$ cat src/rtl/clock_divider_bank_if.sv
// ============================================================================
//  Module   : clock_divider_bank_if
//  Brief    : Run-control, configuration handshake and divided-clock outputs
//             for the clock_divider_bank.
//  Revision : 1.0 - initial release
// ============================================================================
`default_nettype none

interface clock_divider_bank_if #(
  parameter int NUM_CH    = 4,
  parameter int DIV_WIDTH = 16
);
  localparam int CH_W = (NUM_CH > 1) ? $clog2(NUM_CH) : 1;

  logic [NUM_CH-1:0]    ch_en;
  logic                 sync_in;
  logic                 cfg_valid;
  logic                 cfg_ready;
  logic [CH_W-1:0]      cfg_ch;
  logic [DIV_WIDTH-1:0] cfg_period;
  logic [DIV_WIDTH-1:0] cfg_high;
  logic [NUM_CH-1:0]    div_clk;
  logic [NUM_CH-1:0]    tick;

  modport master (
    output ch_en, sync_in, cfg_valid, cfg_ch, cfg_period, cfg_high,
    input  cfg_ready, div_clk, tick
  );

  modport slave (
    input  ch_en, sync_in, cfg_valid, cfg_ch, cfg_period, cfg_high,
    output cfg_ready, div_clk, tick
  );
endinterface

`default_nettype wire

$ cat src/rtl/clock_divider_bank.sv
// ============================================================================
//  Module   : clock_divider_bank
//  Brief    : NUM_CH programmable divided-clock generators with per-period
//             tick, phase-align and boundary-shadowed glitch-free reconfig.
//  Revision : 1.0 - initial release
// ============================================================================
`default_nettype none

module clock_divider_bank #(
  parameter int NUM_CH         = 4,
  parameter int DIV_WIDTH      = 16,
  parameter int DEFAULT_PERIOD = 100
) (
  input  wire logic           clk,
  input  wire logic           rst,
  clock_divider_bank_if.slave bus
);
  localparam int CH_W  = (NUM_CH > 1) ? $clog2(NUM_CH) : 1;
  localparam int SEL_N = 1 << CH_W;

  localparam logic [DIV_WIDTH-1:0] C_DEF_PERIOD = DIV_WIDTH'(DEFAULT_PERIOD);
  localparam logic [DIV_WIDTH-1:0] C_DEF_HIGH   = DIV_WIDTH'(DEFAULT_PERIOD / 2);
  localparam logic [DIV_WIDTH-1:0] C_ONE        = DIV_WIDTH'(1);
  localparam logic [DIV_WIDTH-1:0] C_TWO        = DIV_WIDTH'(2);

  logic [NUM_CH-1:0] w_pending;
  logic [SEL_N-1:0]  w_pending_ext;

  // Unused select codes read as "not pending" so out-of-range writes are accepted.
  always_comb begin
    w_pending_ext               = '0;
    w_pending_ext[NUM_CH-1:0]   = w_pending;
  end

  assign bus.cfg_ready = ~w_pending_ext[bus.cfg_ch];

  generate
    for (genvar i = 0; i < NUM_CH; i++) begin : g_ch
      logic [DIV_WIDTH-1:0] r_cnt;
      logic [DIV_WIDTH-1:0] r_period;
      logic [DIV_WIDTH-1:0] r_high;
      logic [DIV_WIDTH-1:0] r_sh_period;
      logic [DIV_WIDTH-1:0] r_sh_high;
      logic                 r_running;
      logic                 r_pending;
      logic                 r_div;
      logic                 r_tick;

      logic                 w_wr;
      logic [DIV_WIDTH-1:0] w_eff_period;
      logic                 w_boundary;
      logic                 w_apply;
      logic [DIV_WIDTH-1:0] w_cnt_next;
      logic [DIV_WIDTH-1:0] w_dec_high;

      assign w_wr         = bus.cfg_valid & bus.cfg_ready & (bus.cfg_ch == CH_W'(i));
      assign w_eff_period = (r_period < C_TWO) ? C_TWO : r_period;
      assign w_boundary   = ~r_running | bus.sync_in | (r_cnt == (w_eff_period - C_ONE));
      assign w_apply      = w_boundary & r_pending;
      assign w_cnt_next   = w_boundary ? '0 : (r_cnt + C_ONE);
      // A shadow applied on this edge already governs the new period's decode.
      assign w_dec_high   = w_apply ? r_sh_high : r_high;

      always_ff @(posedge clk) begin
        if (rst) begin
          r_cnt       <= '0;
          r_period    <= C_DEF_PERIOD;
          r_high      <= C_DEF_HIGH;
          r_sh_period <= C_DEF_PERIOD;
          r_sh_high   <= C_DEF_HIGH;
          r_running   <= 1'b0;
          r_pending   <= 1'b0;
          r_div       <= 1'b0;
          r_tick      <= 1'b0;
        end else if (!bus.ch_en[i]) begin
          r_running <= 1'b0;
          r_cnt     <= '0;
          r_div     <= 1'b0;
          r_tick    <= 1'b0;
          if (r_pending) begin
            r_period  <= r_sh_period;
            r_high    <= r_sh_high;
            r_pending <= 1'b0;
          end else if (w_wr) begin
            r_period <= bus.cfg_period;
            r_high   <= bus.cfg_high;
          end
        end else begin
          r_running <= 1'b1;
          r_cnt     <= w_cnt_next;
          r_div     <= (w_cnt_next < w_dec_high);
          r_tick    <= w_boundary;
          if (w_apply) begin
            r_period  <= r_sh_period;
            r_high    <= r_sh_high;
            r_pending <= 1'b0;
          end else if (w_wr) begin
            // A write landing on a wrap edge waits for the following boundary.
            if (r_running) begin
              r_sh_period <= bus.cfg_period;
              r_sh_high   <= bus.cfg_high;
              r_pending   <= 1'b1;
            end else begin
              r_period <= bus.cfg_period;
              r_high   <= bus.cfg_high;
            end
          end
        end
      end

      assign w_pending[i]   = r_pending;
      assign bus.div_clk[i] = r_div;
      assign bus.tick[i]    = r_tick;
    end
  endgenerate

endmodule

`default_nettype wire

$ cat src/flat_wrapper.sv
// flat-port wrapper written by rule: the top's interface ports become plain ports
module clock_divider_bank_flat 
#(
  parameter int NUM_CH         = 4,
  parameter int DIV_WIDTH      = 16,
  parameter int DEFAULT_PERIOD = 100
)
  (clk, rst, bus_ch_en, bus_sync_in, bus_cfg_valid, bus_cfg_ch, bus_cfg_period, bus_cfg_high, bus_cfg_ready, bus_div_clk, bus_tick);
  clock_divider_bank_if #(.NUM_CH(NUM_CH), .DIV_WIDTH(DIV_WIDTH)) bus_i ();
  input  wire logic clk;
  input  wire logic rst;
  input wire logic [$bits(bus_i.ch_en)-1:0] bus_ch_en;
  input wire logic [$bits(bus_i.sync_in)-1:0] bus_sync_in;
  input wire logic [$bits(bus_i.cfg_valid)-1:0] bus_cfg_valid;
  input wire logic [$bits(bus_i.cfg_ch)-1:0] bus_cfg_ch;
  input wire logic [$bits(bus_i.cfg_period)-1:0] bus_cfg_period;
  input wire logic [$bits(bus_i.cfg_high)-1:0] bus_cfg_high;
  output wire logic [$bits(bus_i.cfg_ready)-1:0] bus_cfg_ready;
  output wire logic [$bits(bus_i.div_clk)-1:0] bus_div_clk;
  output wire logic [$bits(bus_i.tick)-1:0] bus_tick;
  assign bus_i.ch_en = bus_ch_en;
  assign bus_i.sync_in = bus_sync_in;
  assign bus_i.cfg_valid = bus_cfg_valid;
  assign bus_i.cfg_ch = bus_cfg_ch;
  assign bus_i.cfg_period = bus_cfg_period;
  assign bus_i.cfg_high = bus_cfg_high;
  assign bus_cfg_ready = bus_i.cfg_ready;
  assign bus_div_clk = bus_i.div_clk;
  assign bus_tick = bus_i.tick;
  clock_divider_bank #(.NUM_CH(NUM_CH), .DIV_WIDTH(DIV_WIDTH), .DEFAULT_PERIOD(DEFAULT_PERIOD)) u_core (.clk(clk), .rst(rst), .bus(bus_i));
endmodule
$ cat config.mk
export PLATFORM = sky130hd
export DESIGN_NAME = clock_divider_bank_flat
export DESIGN_NICKNAME = d
export VERILOG_FILES = /design/src/rtl/clock_divider_bank_if.sv /design/src/rtl/clock_divider_bank.sv /design/src/flat_wrapper.sv
export SDC_FILE = /design/constraint.sdc
export NUM_CORES = 1
export LEC_CHECK = 0
export CORE_MARGIN = 5
export CORE_UTILIZATION = 33
export CTS_BUF_LIST = sky130_fd_sc_hd__clkbuf_8
export DETAILED_ROUTE_END_ITERATION = 8
export DONT_BUFFER_PORTS = 1
export PLACE_DENSITY_LB_ADDON = 0.3
export SLEW_MARGIN = 40
export SYNTH_ARGS = -nofsm -noshare
export SYNTH_HDL_FRONTEND = slang
export SYNTH_SLANG_ARGS = --single-unit
$ cat constraint.sdc
create_clock -name clk -period 9.5 [get_ports clk]
set_clock_uncertainty 0.2 [all_clocks]
set_input_delay 1.9 -clock clk [delete_from_list [all_inputs] [get_ports clk]]
set_output_delay 1.9 -clock clk [all_outputs]
set_load 0.02 [all_outputs]
# --- Yosys cells after proc, flatten, opt, wreduce, memory -nomap -nowiden ---
# Cells that the tools add are included.
totals:
  regBits: 336
  inputBits: 42
  wordCells: 189
classes:
  addsub: 8
  n_lt_le_gt_ge: 9
  eq_ne: 15
  n_mux: 66
  bitwise: 30
  reduce_logical: 25
ops:
  columns: ["operator", "count"]
  rows:
  - ["16-bit 2-to-1 mux", 60]
  - ["16-bit by 1-bit adder with 16-bit output, second input constant", 4]
  - ["16-bit == test", 4]
  - ["16-bit < comparator", 4]
  - ["16-bit by 2-bit < comparator with 1-bit output, second input constant", 4]
  - ["16-bit by 1-bit subtractor with 16-bit output, second input constant", 4]
  - ["4-bit AND reduction", 4]
  - ["1-bit inverter", 13]
  - ["3-bit by 1-bit inequality test with 1-bit output, second input constant", 4]
  - ["3-bit inequality test, second input constant", 4]
  - ["3-bit AND reduction", 4]
  - ["3-bit nonzero test", 4]
  - ["3-bit OR reduction", 4]
  - ["1-bit AND", 9]
  - ["1-bit OR", 8]
  - ["2-bit AND reduction", 4]
  - ["2-bit OR reduction", 4]
  - ["1-bit 2-to-1 mux", 5]
  - ["2-bit == test, second input constant", 2]
  - ["2-bit by 3-bit < comparator with 1-bit output, second input constant", 1]
  - ["1-bit binary-select mux with 2-bit select", 1]
  - ["2-bit by 1-bit == test with 1-bit output, second input constant", 1]
  - ["2-bit zero test", 1]

# --- Longest topological paths before layout ---
depth:
  ltp_word: 8
  depth_mapped: 26
  mapped_depth_nobuf: 22

# --- Least setup slack after synthesis ---
# No wires, ideal clock.
synth_path:
  path_kind: "reg-to-reg"
  from: "register u_core.g_ch[2].r_period[9]"
  to: "register u_core.g_ch[2].r_div"
  setup_time_ns: 0.083
  arrival_ns: 5.868
  t_required_ns: 9.217
  slack_ns: 3.349
  path_stages_with_launch: 26
  synth_period_minus_slack_ns: 6.151
  path_cell_list: "dfxtp_1 -> buf_2 -> or4_4 -> or4_1 -> clkbuf_1 -> o21ai_1 -> ha_1 -> or3b_2 -> buf_1 -> nor3_1 -> xnor2_1 -> a2111oi_0 -> nand3_1 -> o31ai_4 -> nand2_2 -> buf_2 -> mux2i_1 -> ha_1 -> a21o_1 -> a21oi_1 -> nor2b_1 -> o211ai_1 -> a31oi_1 -> a2111oi_0 -> nand3_1 -> o221ai_1"
synth_between:
  elab_chain_cells: 8
  elab_cells_between_ends: 9
  cone_classes: "add/sub (1); order compare (2); eq/ne (1); mux (3); bitwise (2)"
synth_rtl:
  columns: ["element", "line_no", "text"]
  rows:
  - ["start: declaration", "clock_divider_bank.sv:40", "logic [DIV_WIDTH-1:0] r_period;"]
  - ["start signal: assignment", "clock_divider_bank.sv:81", "r_period <= r_sh_period;"]
  - ["start signal: assignment", "clock_divider_bank.sv:85", "r_period <= bus.cfg_period;"]
  - ["start signal: assignment", "clock_divider_bank.sv:94", "r_period <= r_sh_period;"]
  - ["16-bit by 2-bit < comparator with 1-bit output", "clock_divider_bank.sv:57", "assign w_eff_period = (r_period < C_TWO) ? C_TWO : r_period;"]
  - ["16-bit 2-to-1 mux *", "clock_divider_bank.sv:57", null]
  - ["16-bit by 1-bit subtractor with 16-bit output *", "clock_divider_bank.sv:58", "assign w_boundary = ~r_running | bus.sync_in | (r_cnt == (w_eff_period - C_ONE));"]
  - ["16-bit == test *", "clock_divider_bank.sv:58", null]
  - ["1-bit OR *", "clock_divider_bank.sv:58", null]
  - ["1-bit AND", "clock_divider_bank.sv:59", "assign w_apply = w_boundary & r_pending;"]
  - ["16-bit 2-to-1 mux", "clock_divider_bank.sv:62", "assign w_dec_high = w_apply ? r_sh_high : r_high;"]
  - ["16-bit < comparator *", "clock_divider_bank.sv:91", "r_div <= (w_cnt_next < w_dec_high);"]
  - ["end signal: assignment", "clock_divider_bank.sv:91", null]
  - ["end: declaration", "clock_divider_bank.sv:46", "logic r_div;"]
# Every way passes the cells marked *; elsewhere a longest branch is shown, timed or not.
# A chain may end at the register's enable or synchronous reset.

# --- Worst setup path in the final report ---
# Same ends and word-level chain as after synthesis.

==> impl_results.md <==
* Worst skew pair latency at 0.65 ns
* Die X at 251 um
* Grt ovf at 0
* Endpoints failing setup at 0
* CP Launch Point: u_core.g_ch[2].r_period[9]
* Number of flops mapped to enable cells by yosys at 0
* Clock transition at path regs at 0.06 ns
* Syn nets at 2,436
* Clk buf depth at 3
* Post-synthesis cell count at 2,326
* FF-to-FF End: u_core.g_ch[2].r_div
* Status: finished, final reports clean
* Most frequent cells in the layout: dfxtp_1, nand2_1, nor2_1, mux2i_1, a21oi_1
* Worst Max-Slew Pin Slew at 0.828 ns
* Sw frac at 0.246
* Area Growth Syn to Fin at 7.66%
* CP Launch Type: flip-flop
* Flop2flop setup slack at 2.62 ns
* Static Leak at 7.86 nW
* Worst VDD drop at 0.118 mV
* Io pins at 51
* Final Hold Viols at 0
* N_diodes at 0
* Number of distinct library cells after synthesis at 77
* Post-CTS setup repair buffer count at 0
* GRT Resource Usage Total at 0.171
* Row cnt at 88
* First-pass GRT wire length at 87,100 um
* Clock Tree Root: clkbuf_8
* Worst setup EP type: flip-flop
* Ys Warns at 0
* Final setup TNS at 0 ns
* Clock sinks at 336
* Most common cell after layout, fill and taps aside: dfxtp_1
* Final Max Tran Viols at 0
* Initial antenna violation count at 1
* Largest net degree at the start of global routing at 331
* Vias in the first global route at 15,400
* DRC at 0
* Period utilization at 0.724
* Comb pwr share at 0.059
* Clock Power Share at 0.443
* Max Freq at 0.145 GHz
* IO Port Bufs at 0
* NetSw at 0.000725 W
* Avg Inst Size Synth at 8.21 sq um
* Htree depth at 2
* Critical path type: reg2reg
* Seq pwr share at 0.498
* Core footprint at 0.0575 sq mm
* PwrDens at 144 mW/mm^2
* R2r worst-path depth at 22
* Top_reg_cell synth: dfxtp_1
* Worst-path fanout max at 36
* Routed vias at 16,000
* GP Congestion at 0.909
* # hold bufs at CTS at 0
* Die ar. at 0.0628 sq mm
* Initial Util at 0.332
* Final cell utilization of the core at 0.358
* Post-cts sizing count at 0
* TritonCTS clock tree: done
* Die Y at 251 um
* Maxcap violations at 0
* Routed len/inst at 18.6 um
* Worst Hold Class: reg2reg
* Arr. time, crit path at 7.24 ns
* Asr flop ratio synth at 0
* Final ANT Viol Nets at 0
* Fin nets at 2,325
* Cell Area, Synth at 0.0191 sq mm
* Seq/Total Area, Yosys at 0.352
* Req. time, crit path at 9.86 ns
* CTS buffer count at 59
* Initial detailed-routing violation count at 1,187
* Worst Setup EP: u_core.g_ch[2].r_div
* Final hold slack at 0.249 ns
* Max-slew headroom at 0.443
* Avg Vias per Cell at 5.31
* Final wirelength at 56,000 um
* DP Wirelength at 38,000 um
* Int Pwr at 0.00223 W
* #FFs+latches synth at 336
* RSZ-0062 raised after global routing: no
* Crit Reg-Reg Startpoint: u_core.g_ch[2].r_period[9]
* Tmin final at 6.88 ns
* DR pass1 iterations at 5
* Layout cell share with drive strength beyond 1 at 0.0844
## synth_stat cells, types with 5 or more instances
cell type,n,share of area
nand2_1,337,0.066
dfxtp_1,336,0.35
nor2_1,249,0.049
mux2i_1,164,0.086
clkbuf_1,151,0.030
a21oi_1,133,0.035
nor3_1,82,0.021
nand3_1,80,0.021
nor2b_1,77,0.025
ha_1,68,0.045
xor2_1,63,0.029
xnor2_1,55,0.025
a211oi_1,44,0.017
mux2_2,43,0.025
nand3b_1,30,0.012
o21ai_0,30,0.0079
nand2b_1,27,0.0088
inv_1,25,0.0049
mux2_1,24,0.014
nand4_1,24,0.0079
nor4_1,20,0.0065
a311oi_1,19,0.0087
and3_1,19,0.0062
buf_2,18,0.0047
a21o_1,14,0.0055
or3_1,13,0.0043
or4_1,13,0.0051
nor3b_1,11,0.0043
a31oi_1,9,0.0029
and2_1,9,0.0029
buf_4,9,0.0035
buf_6,9,0.0053
a311oi_2,8,0.0063
buf_1,6,0.0012
o2111ai_1,5,0.0023
o211ai_1,5,0.0020
o22ai_1,5,0.0016
o31ai_1,5,0.0020
## worst min path at each step
stage | depth (start not counted) | slack (ns) | from | to
after floorplan | 2 | 0.23 | u_core.g_ch[0].r_sh_period[0] | u_core.g_ch[0].r_sh_period[0]
after global placement | 2 | 0.24 | u_core.g_ch[0].r_sh_period[14] | u_core.g_ch[0].r_sh_period[14]
after detailed placement | 2 | 0.24 | u_core.g_ch[2].r_sh_period[11] | u_core.g_ch[2].r_sh_period[11]
after CTS | 2 | 0.25 | u_core.g_ch[2].r_sh_period[11] | u_core.g_ch[2].r_sh_period[11]
after global routing | 2 | 0.26 | u_core.g_ch[2].r_sh_period[11] | u_core.g_ch[2].r_sh_period[11]
final | 2 | 0.25 | u_core.g_ch[0].r_sh_period[7] | u_core.g_ch[0].r_sh_period[7]
## through the flow
step	area, sq um	total power (W)	std cells	setup slack (ns)
final	20600	0.00295	3016	2.62
after global placement	19400	0.00167	2918	2.80
after floorplan	19100	0.00167	2326	3.35
after global routing	20600	0.00307	3016	2.01
after CTS	20600	0.00299	3016	2.66
after detailed placement	19400	0.00167	2919	2.69
## layout make-up
type	count	area (sq um)
Clock inverter	27	156
Clock buffer	70	963
Sequential cell	336	6730
Tap cell	765	957
Multi-Input combinational cell	1771	11500
Timing Repair Buffer	22	173
Fill cell	5944	36900
Inverter	25	93.8
## sequential cells by signal (all words and copies together) (netlist names)
signal                   cells
u_core.g_ch.r_cnt           64
u_core.g_ch.r_high          64
u_core.g_ch.r_period        64
u_core.g_ch.r_sh_high       64
u_core.g_ch.r_sh_period     64
u_core.g_ch.r_div            4
u_core.g_ch.r_pending        4
u_core.g_ch.r_running        4
u_core.g_ch.r_tick           4
## logic make-up after synthesis
logic type      count (synthesis)  synth area share
compound gates                328             0.115
mux                           232             0.127
xor+xnor                      119            0.0553
simple gates                 1024             0.257
fa+ha+maj                      68            0.0445
flops                         336             0.352
buf+inv                       219            0.0496
## metal layers
| metal | GRT usage | up-vias | wire, um |
|---|---|---|---|
| met5 | 0 | - | 13 |
| met4 | 0.0611 | 2 | 1840 |
| met3 | 0.0441 | 99 | 4040 |
| met2 | 0.268 | 384 | 24600 |
| met1 | 0.229 | 7693 | 25500 |
| li1 | - | 7851 | - |
## power by group through the flow
stage	registers, W	logic (W)	clock network (W)
floorplan	0.00148	0.000184	0
global placement	0.00150	0.000171	0
detailed placement	0.00150	0.000175	0
CTS	0.00147	0.000176	0.00134
global route	0.00147	0.000195	0.00140
finish	0.00147	0.000175	0.00131
## worst max-delay path: stages (launching register included)
cell       delay [ns]
dfxtp_1          0.39
or4_4            0.59
or4_1            0.57
o21ai_1          0.24
ha_1             0.26
or3b_2           0.54
nor4_1           0.17
o21ai_0          0.10
a2111oi_0        0.36
nand3_1          0.21
o31ai_4          0.24
buf_4            0.37
nand2_2          0.37
mux2i_1          0.27
ha_1             0.27
a21o_1           0.16
a21oi_1          0.13
nor2b_1          0.06
o211ai_1         0.16
a31oi_1          0.09
a2111oi_0        0.66
nand3_1          0.15
o221ai_1         0.20
Note: power is estimated with default switching activity, not from simulation.
